## src/rtl/apb_rr_scheduler.sv

```systemverilog
// apb_rr_scheduler: round-robin arbiter that shares one APB completer among NUM_REQ requesters
module apb_rr_scheduler #(
    parameter int NUM_REQ = 4,
    parameter int ADDR_W  = 10,
    parameter int DATA_W  = 32,
    parameter int TIMEOUT = 16
) (
    input  logic                      clk,
    input  logic                      reset,
    input  logic [NUM_REQ-1:0]        req_i,
    input  logic [NUM_REQ-1:0]        req_rnw_i,
    input  logic [NUM_REQ*ADDR_W-1:0] req_addr_i,
    input  logic [NUM_REQ*DATA_W-1:0] req_wdata_i,
    output logic [NUM_REQ-1:0]        gnt_o,
    output logic [NUM_REQ-1:0]        done_o,
    output logic                      err_o,
    output logic [DATA_W-1:0]         rdata_o,
    output logic                      psel_o,
    output logic                      penable_o,
    output logic [ADDR_W-1:0]         paddr_o,
    output logic                      pwrite_o,
    output logic [DATA_W-1:0]         pwdata_o,
    input  logic                      pready_i,
    input  logic [DATA_W-1:0]         prdata_i
);
    localparam int PW = $clog2(NUM_REQ);
    localparam int CW = (TIMEOUT > 0) ? $clog2(TIMEOUT + 1) : 1;

    typedef enum logic [1:0] {IDLE, SETUP, ACCESS} state_t;

    state_t              state_q, state_d;
    logic [PW-1:0]       ptr_q, ptr_d;
    logic [PW-1:0]       idx_q, idx_d;
    logic [CW-1:0]       cnt_q, cnt_d;
    logic                psel_q, psel_d;
    logic                penable_q, penable_d;
    logic [ADDR_W-1:0]   paddr_q, paddr_d;
    logic                pwrite_q, pwrite_d;
    logic [DATA_W-1:0]   pwdata_q, pwdata_d;
    logic [NUM_REQ-1:0]  gnt_q, gnt_d;
    logic [NUM_REQ-1:0]  done_q, done_d;
    logic                err_q, err_d;
    logic [DATA_W-1:0]   rdata_q, rdata_d;
    logic [NUM_REQ-1:0]  rot;
    logic [PW-1:0]       sel;
    logic                found;
    logic                expired;
    logic [ADDR_W-1:0]   addr_arr  [NUM_REQ];
    logic [DATA_W-1:0]   wdata_arr [NUM_REQ];

    for (genvar g = 0; g < NUM_REQ; g++) begin : g_unpack
        assign addr_arr[g]  = req_addr_i[g*ADDR_W +: ADDR_W];
        assign wdata_arr[g] = req_wdata_i[g*DATA_W +: DATA_W];
    end

    // rotate requests so the pointer position sits at bit 0, then pick the lowest set bit
    always_comb begin
        rot   = NUM_REQ'({req_i, req_i} >> ptr_q);
        found = 1'b0;
        sel   = '0;
        for (int i = NUM_REQ - 1; i >= 0; i--) begin
            if (rot[i]) begin
                found = 1'b1;
                sel   = PW'((int'(ptr_q) + i) % NUM_REQ);
            end
        end
    end

    // stall limit: this stalled ACCESS cycle is the TIMEOUT-th one
    assign expired = (TIMEOUT != 0) && !pready_i && (int'(cnt_q) + 1 >= TIMEOUT);

    // next-state and registered-output computation
    always_comb begin
        state_d   = state_q;
        ptr_d     = ptr_q;
        idx_d     = idx_q;
        cnt_d     = cnt_q;
        psel_d    = psel_q;
        penable_d = penable_q;
        paddr_d   = paddr_q;
        pwrite_d  = pwrite_q;
        pwdata_d  = pwdata_q;
        gnt_d     = '0;
        done_d    = '0;
        err_d     = 1'b0;
        rdata_d   = '0;
        case (state_q)
            IDLE: begin
                if (found) begin
                    state_d    = SETUP;
                    idx_d      = sel;
                    ptr_d      = PW'((int'(sel) + 1) % NUM_REQ);
                    cnt_d      = '0;
                    psel_d     = 1'b1;
                    penable_d  = 1'b0;
                    paddr_d    = addr_arr[sel];
                    pwrite_d   = ~req_rnw_i[sel];
                    pwdata_d   = wdata_arr[sel];
                    gnt_d[sel] = 1'b1;
                end
            end
            SETUP: begin
                state_d   = ACCESS;
                penable_d = 1'b1;
            end
            ACCESS: begin
                if (!pready_i)
                    cnt_d = (int'(cnt_q) >= TIMEOUT) ? cnt_q : cnt_q + CW'(1);
                if (pready_i || expired) begin
                    state_d       = IDLE;
                    psel_d        = 1'b0;
                    penable_d     = 1'b0;
                    paddr_d       = '0;
                    pwrite_d      = 1'b0;
                    pwdata_d      = '0;
                    done_d[idx_q] = 1'b1;
                    err_d         = ~pready_i;
                    rdata_d       = (pready_i && !pwrite_q) ? prdata_i : '0;
                end
            end
            default: state_d = IDLE;
        endcase
    end

    // state and output registers; reset drops any transfer in flight
    always_ff @(posedge clk or posedge reset) begin
        if (reset) begin
            state_q   <= IDLE;
            ptr_q     <= '0;
            idx_q     <= '0;
            cnt_q     <= '0;
            psel_q    <= 1'b0;
            penable_q <= 1'b0;
            paddr_q   <= '0;
            pwrite_q  <= 1'b0;
            pwdata_q  <= '0;
            gnt_q     <= '0;
            done_q    <= '0;
            err_q     <= 1'b0;
            rdata_q   <= '0;
        end else begin
            state_q   <= state_d;
            ptr_q     <= ptr_d;
            idx_q     <= idx_d;
            cnt_q     <= cnt_d;
            psel_q    <= psel_d;
            penable_q <= penable_d;
            paddr_q   <= paddr_d;
            pwrite_q  <= pwrite_d;
            pwdata_q  <= pwdata_d;
            gnt_q     <= gnt_d;
            done_q    <= done_d;
            err_q     <= err_d;
            rdata_q   <= rdata_d;
        end
    end

    assign gnt_o     = gnt_q;
    assign done_o    = done_q;
    assign err_o     = err_q;
    assign rdata_o   = rdata_q;
    assign psel_o    = psel_q;
    assign penable_o = penable_q;
    assign paddr_o   = paddr_q;
    assign pwrite_o  = pwrite_q;
    assign pwdata_o  = pwdata_q;

endmodule

```

## config.mk

```make
export PLATFORM = sky130hd
export DESIGN_NAME = apb_rr_scheduler
export DESIGN_NICKNAME = d
export VERILOG_FILES = /design/src/rtl/apb_rr_scheduler.sv
export SDC_FILE = /design/constraint.sdc
export NUM_CORES = 1
export LEC_CHECK = 0
export ABC_AREA = 1
export BUFFER_PORTS_ARGS = -buffer_cell sky130_fd_sc_hd__buf_4
export CAP_MARGIN = 20
export CORE_AREA = 2 2 115 128
export CTS_CLUSTER_DIAMETER = 100
export DETAILED_ROUTE_END_ITERATION = 10
export DIE_AREA = 0 0 117 130
export PLACE_DENSITY = 0.72
export SETUP_SLACK_MARGIN = 0.05
export SLEW_MARGIN = 20
export SYNTH_ARGS = -nofsm -noshare
export SYNTH_HDL_FRONTEND = slang
export SYNTH_SLANG_ARGS = --single-unit
```

## constraint.sdc

```tcl
create_clock -name clk -period 4.2 [get_ports clk]
set_input_delay 0.21 -clock clk [delete_from_list [all_inputs] [get_ports clk]]
set_output_delay 0.21 -clock clk [all_outputs]
set_load 0.03 [all_outputs]
```

==> run_results.csv <==
group,metric,value,unit
final_layout,layout.cells.non_filler,1160,
routing,viasPerCell,4.90,
clock_tree,postCtsHoldBufs,0,
floorplanning,start_util,38.5,%
synth,async_flop_share,100,%
power_and_ir_drop,p_leak,4.34,nW
worst_setup_path,worstPathMaxFanout,90,
synth,yosysSeqAreaShare,44.7,%
routing,wl_per_cell,15.9,um
timing,finalMaxSlewViolations,0,
place,dp.cells,1143,
synth,syn_avg_cell_area,7.88,um2
floorplanning,core,0.0141,mm2
clock_tree,cts_tree,"done",
synth,synth_seq_cells,97,
power_and_ir_drop,p_total,6.50,mW
timing,tns,0,ns
power_and_ir_drop,power.density,807,mW/mm2
power_and_ir_drop,power_frac_clock,13.9,%
place,placed_area,0.00772,mm2
timing,rsz0062_at_grt,"no",
final_layout,nets,1174,
global_route,antenna_found_initial,1,
routing,vias,5681,
synth,synth_area,0.00543,mm2
power_and_ir_drop,p_switching,3.31,mW
worst_setup_path,worst_setup_path_start_kind,"register",
worst_setup_path,crit_path_frequent_cell,"nand2_1",
clock_tree,root_buffer,"clkbuf_16",
global_route,grt_pass1_vias,5523,
timing,slew_headroom,43.4,%
floorplanning,num_rows,46,
clock_tree,clk_pin_slew_worst_paths,0.07,ns
min_path,hold_class,"in2async",
final_layout,final_area,0.00806,mm2
place,hpwl,13.8,mm
synth,syn_nets,901,
routing,totalWireLength,18.4,mm
final_layout,fill_cells,1351,
power_and_ir_drop,swShare,51.0,%
outcome,status,"finished, final reports clean",
timing,timing.final.crit_share,74.4,%
worst_setup_path,reg2reg_slack,1.08,ns
synth,yosys_warnings,0,
routing,drc,0,
synth,yosysUniqueCellTypes,34,
synth,synth_cells,689,
timing,finalCriticalPeriod,3.12,ns
floorplanning,die_w,117,um
worst_setup_path,criticalPathCategory,"reg2reg",
power_and_ir_drop,vdd_drop_max,359,uV
worst_setup_path,worstReg2RegEnd,"pwdata_o[13]$_DFFE_PP0P_",
timing,worst_pin_slew,0.847,ns
routing,postRouteAntennaNets,0,
clock_tree,cts_setup_buffers,0,
clock_tree,numCtsBuffers,9,
flow_run,cap_viol_max_count,0,
worst_setup_path,path_cells,"nand2_1 > nand3_2 > nand2_1 > nand2_2 > nand2_2 > nand2_4 > nand2_8 > inv_2 > buf_4 > nand2_1 > nand2_1 > nand3_1 > nand3_1",
global_route,grt_pass1_wl,28.0,mm
clock_tree,htree_num_levels,3,
worst_setup_path,slowest_stage,"inv_2",
worst_setup_path,crit_arrival,3.41,ns
global_route,grt_max_degree,91,
timing,fmaxAchievable,0.320,GHz
worst_setup_path,critPathCaptureType,"register",
power_and_ir_drop,combPwrFrac,63.8,%
worst_setup_path,required,4.48,ns
clock_tree,cts_buffer_depth,2,
timing,hold_viol,0,
synth,synth_edf_count,0,
global_route,grtUsageTotal,23.9,%
place,portBuffers,296,
final_layout,multiInputGateArea,0.00262,mm2
global_route,grt_overflow,0,
worst_setup_path,reg2reg_from,"ptr_q[0]$_DFFE_PP0P_",
timing,clock_skew,0.00607,ns
routing,first_pass_iters,4,
clock_tree,cts.sinks,97,
final_layout,regArea,0.00243,mm2
clock_tree,clk_latency,0.34,ns
routing,drt_iter0_drc,450,
final_layout,drive_above_1_share,41.0,%
floorplanning,dieArea,0.0152,mm2
power_and_ir_drop,power.internal,3.19,mW
synth,ys.flop_type,"dfrtp_1",
timing,setup_violations,0,
power_and_ir_drop,seqPwrFrac,22.3,%
worst_setup_path,r2r.worst_path.cells,13,
clock_tree,postCtsResizedCells,0,
floorplanning,io_pins,297,
final_layout,area_growth,48.4,%
worst_setup_path,max_stage_delay,0.75,ns
floorplanning,die_h,130,um
place,gp_congestion,0.922,
[layout by cell type (no fill, tap or decap), types with 5 or more instances in the layout]
master     synthesis  routed
clkbuf_16          0       9
o211ai_1          10      10
or2_2             20      20
nand2_1          250     250
or2_0              8       8
inv_1             31      29
or2_1             10      10
nand3b_1           5       5
o211ai_2          29      29
dfrtp_1           97      97
nand3_1           98      98
nand2_2            6       6
buf_4              1     306
nor2_1            46      45
[power groups by stage]
stage	Clock [mW]	Combinational (mW)	Sequential (mW)
global route	0.964	4.59	1.48
CTS	0.928	4.19	1.45
global placement	0	4.12	1.45
finish	0.903	4.15	1.45
detailed placement	0	4.19	1.46
floorplan	0	2.64	1.92
[metrics by stage]
step	setup slack [ns]	utilization, %	hold WS, ns
4_1_cts	1.10	57.1	0.0516
3_5_place_dp	1.12	54.8	0.431
6_report	1.08	57.1	0.0235
5_1_grt	0.783	57.1	0.0664
3_3_place_gp	1.19	54.8	0.431
2_1_floorplan	1.46	-	0.327
[worst max-delay path, delay by kind of cell, from the launching register on]
kind	cells	cell delay (ns)
buf+inv	2	1.14
simple gates	11	1.27
flops	1	0.57
[cell families after synthesis]
logic type               after synthesis  share of synthesized area (%)
XOR/XNOR                               1                          0.161
AO/OA/AOI/OAI                         49                           9.15
buffers and inverters                 79                           7.28
multiplexers                           1                          0.184
adder cells (fa/ha/maj)                1                          0.230
flip-flops                            97                           44.7
AND/OR/NAND/NOR                      461                           38.3
[worst max path at each step]
stage,startpoint,endpoint,slack [ns],depth (start not counted)
finish,ptr_q[0]$_DFFE_PP0P_,pwdata_o[13]$_DFFE_PP0P_,1.08,13
floorplan,reset,cnt_q[0]$_DFFE_PP0P_,1.46,1
global placement,ptr_q[0]$_DFFE_PP0P_,pwdata_o[12]$_DFFE_PP0P_,1.19,13
detailed placement,ptr_q[0]$_DFFE_PP0P_,pwdata_o[2]$_DFFE_PP0P_,1.12,13
CTS,ptr_q[0]$_DFFE_PP0P_,pwdata_o[7]$_DFFE_PP0P_,1.10,13
global route,ptr_q[0]$_DFFE_PP0P_,pwdata_o[13]$_DFFE_PP0P_,0.78,13
[state kept, by name (all words and copies together) (netlist names), 2 cells and up]
name	flops
state_q	2
pwdata_o	32
gnt_o	4
paddr_o	10
ptr_q	2
rdata_o	32
idx_q	2
cnt_q	5
done_o	4
[area by class of cell]
type	count	area share (%)
antenna	1	0.0311
clock buffer	11	3.01
clock inverter	5	1.07
inverter	35	1.69
multi-input combinational	513	32.6
sequential	97	30.1
tap	192	2.98
timing repair buffer	306	28.5
[routing by layer]
layer  GRT usage [%]  wire [um]  vias up
li1                -          -     2764
met1            27.3       6880     2628
met2            41.8       9130      259
met3            8.96       2040       28
met4            6.71        370        2
met5               0         16        -
[Yosys cell counts (3+ instances only)]
cell type / instances / share of area (%)
or2_0: 8 / 0.92
or2_1: 10 / 1.2
clkbuf_1: 9 / 0.62
inv_1: 31 / 2.1
nor2_2: 4 / 0.46
nor2_1: 46 / 3.2
nand3b_1: 5 / 0.69
nand2_1: 250 / 17
or2_2: 20 / 2.3
inv_2: 3 / 0.21
o21ai_0: 4 / 0.37
buf_2: 26 / 2.4
nand4_1: 3 / 0.35
dfrtp_1: 97 / 45
nand2_2: 6 / 0.69
nand3_1: 98 / 9.0
o211ai_1: 10 / 1.4
o211ai_2: 29 / 6.7
buf_6: 8 / 1.7
nor3_1: 3 / 0.28
a21oi_1: 3 / 0.28
nand3_2: 4 / 0.74
Note: power is estimated with default switching activity, not from simulation.
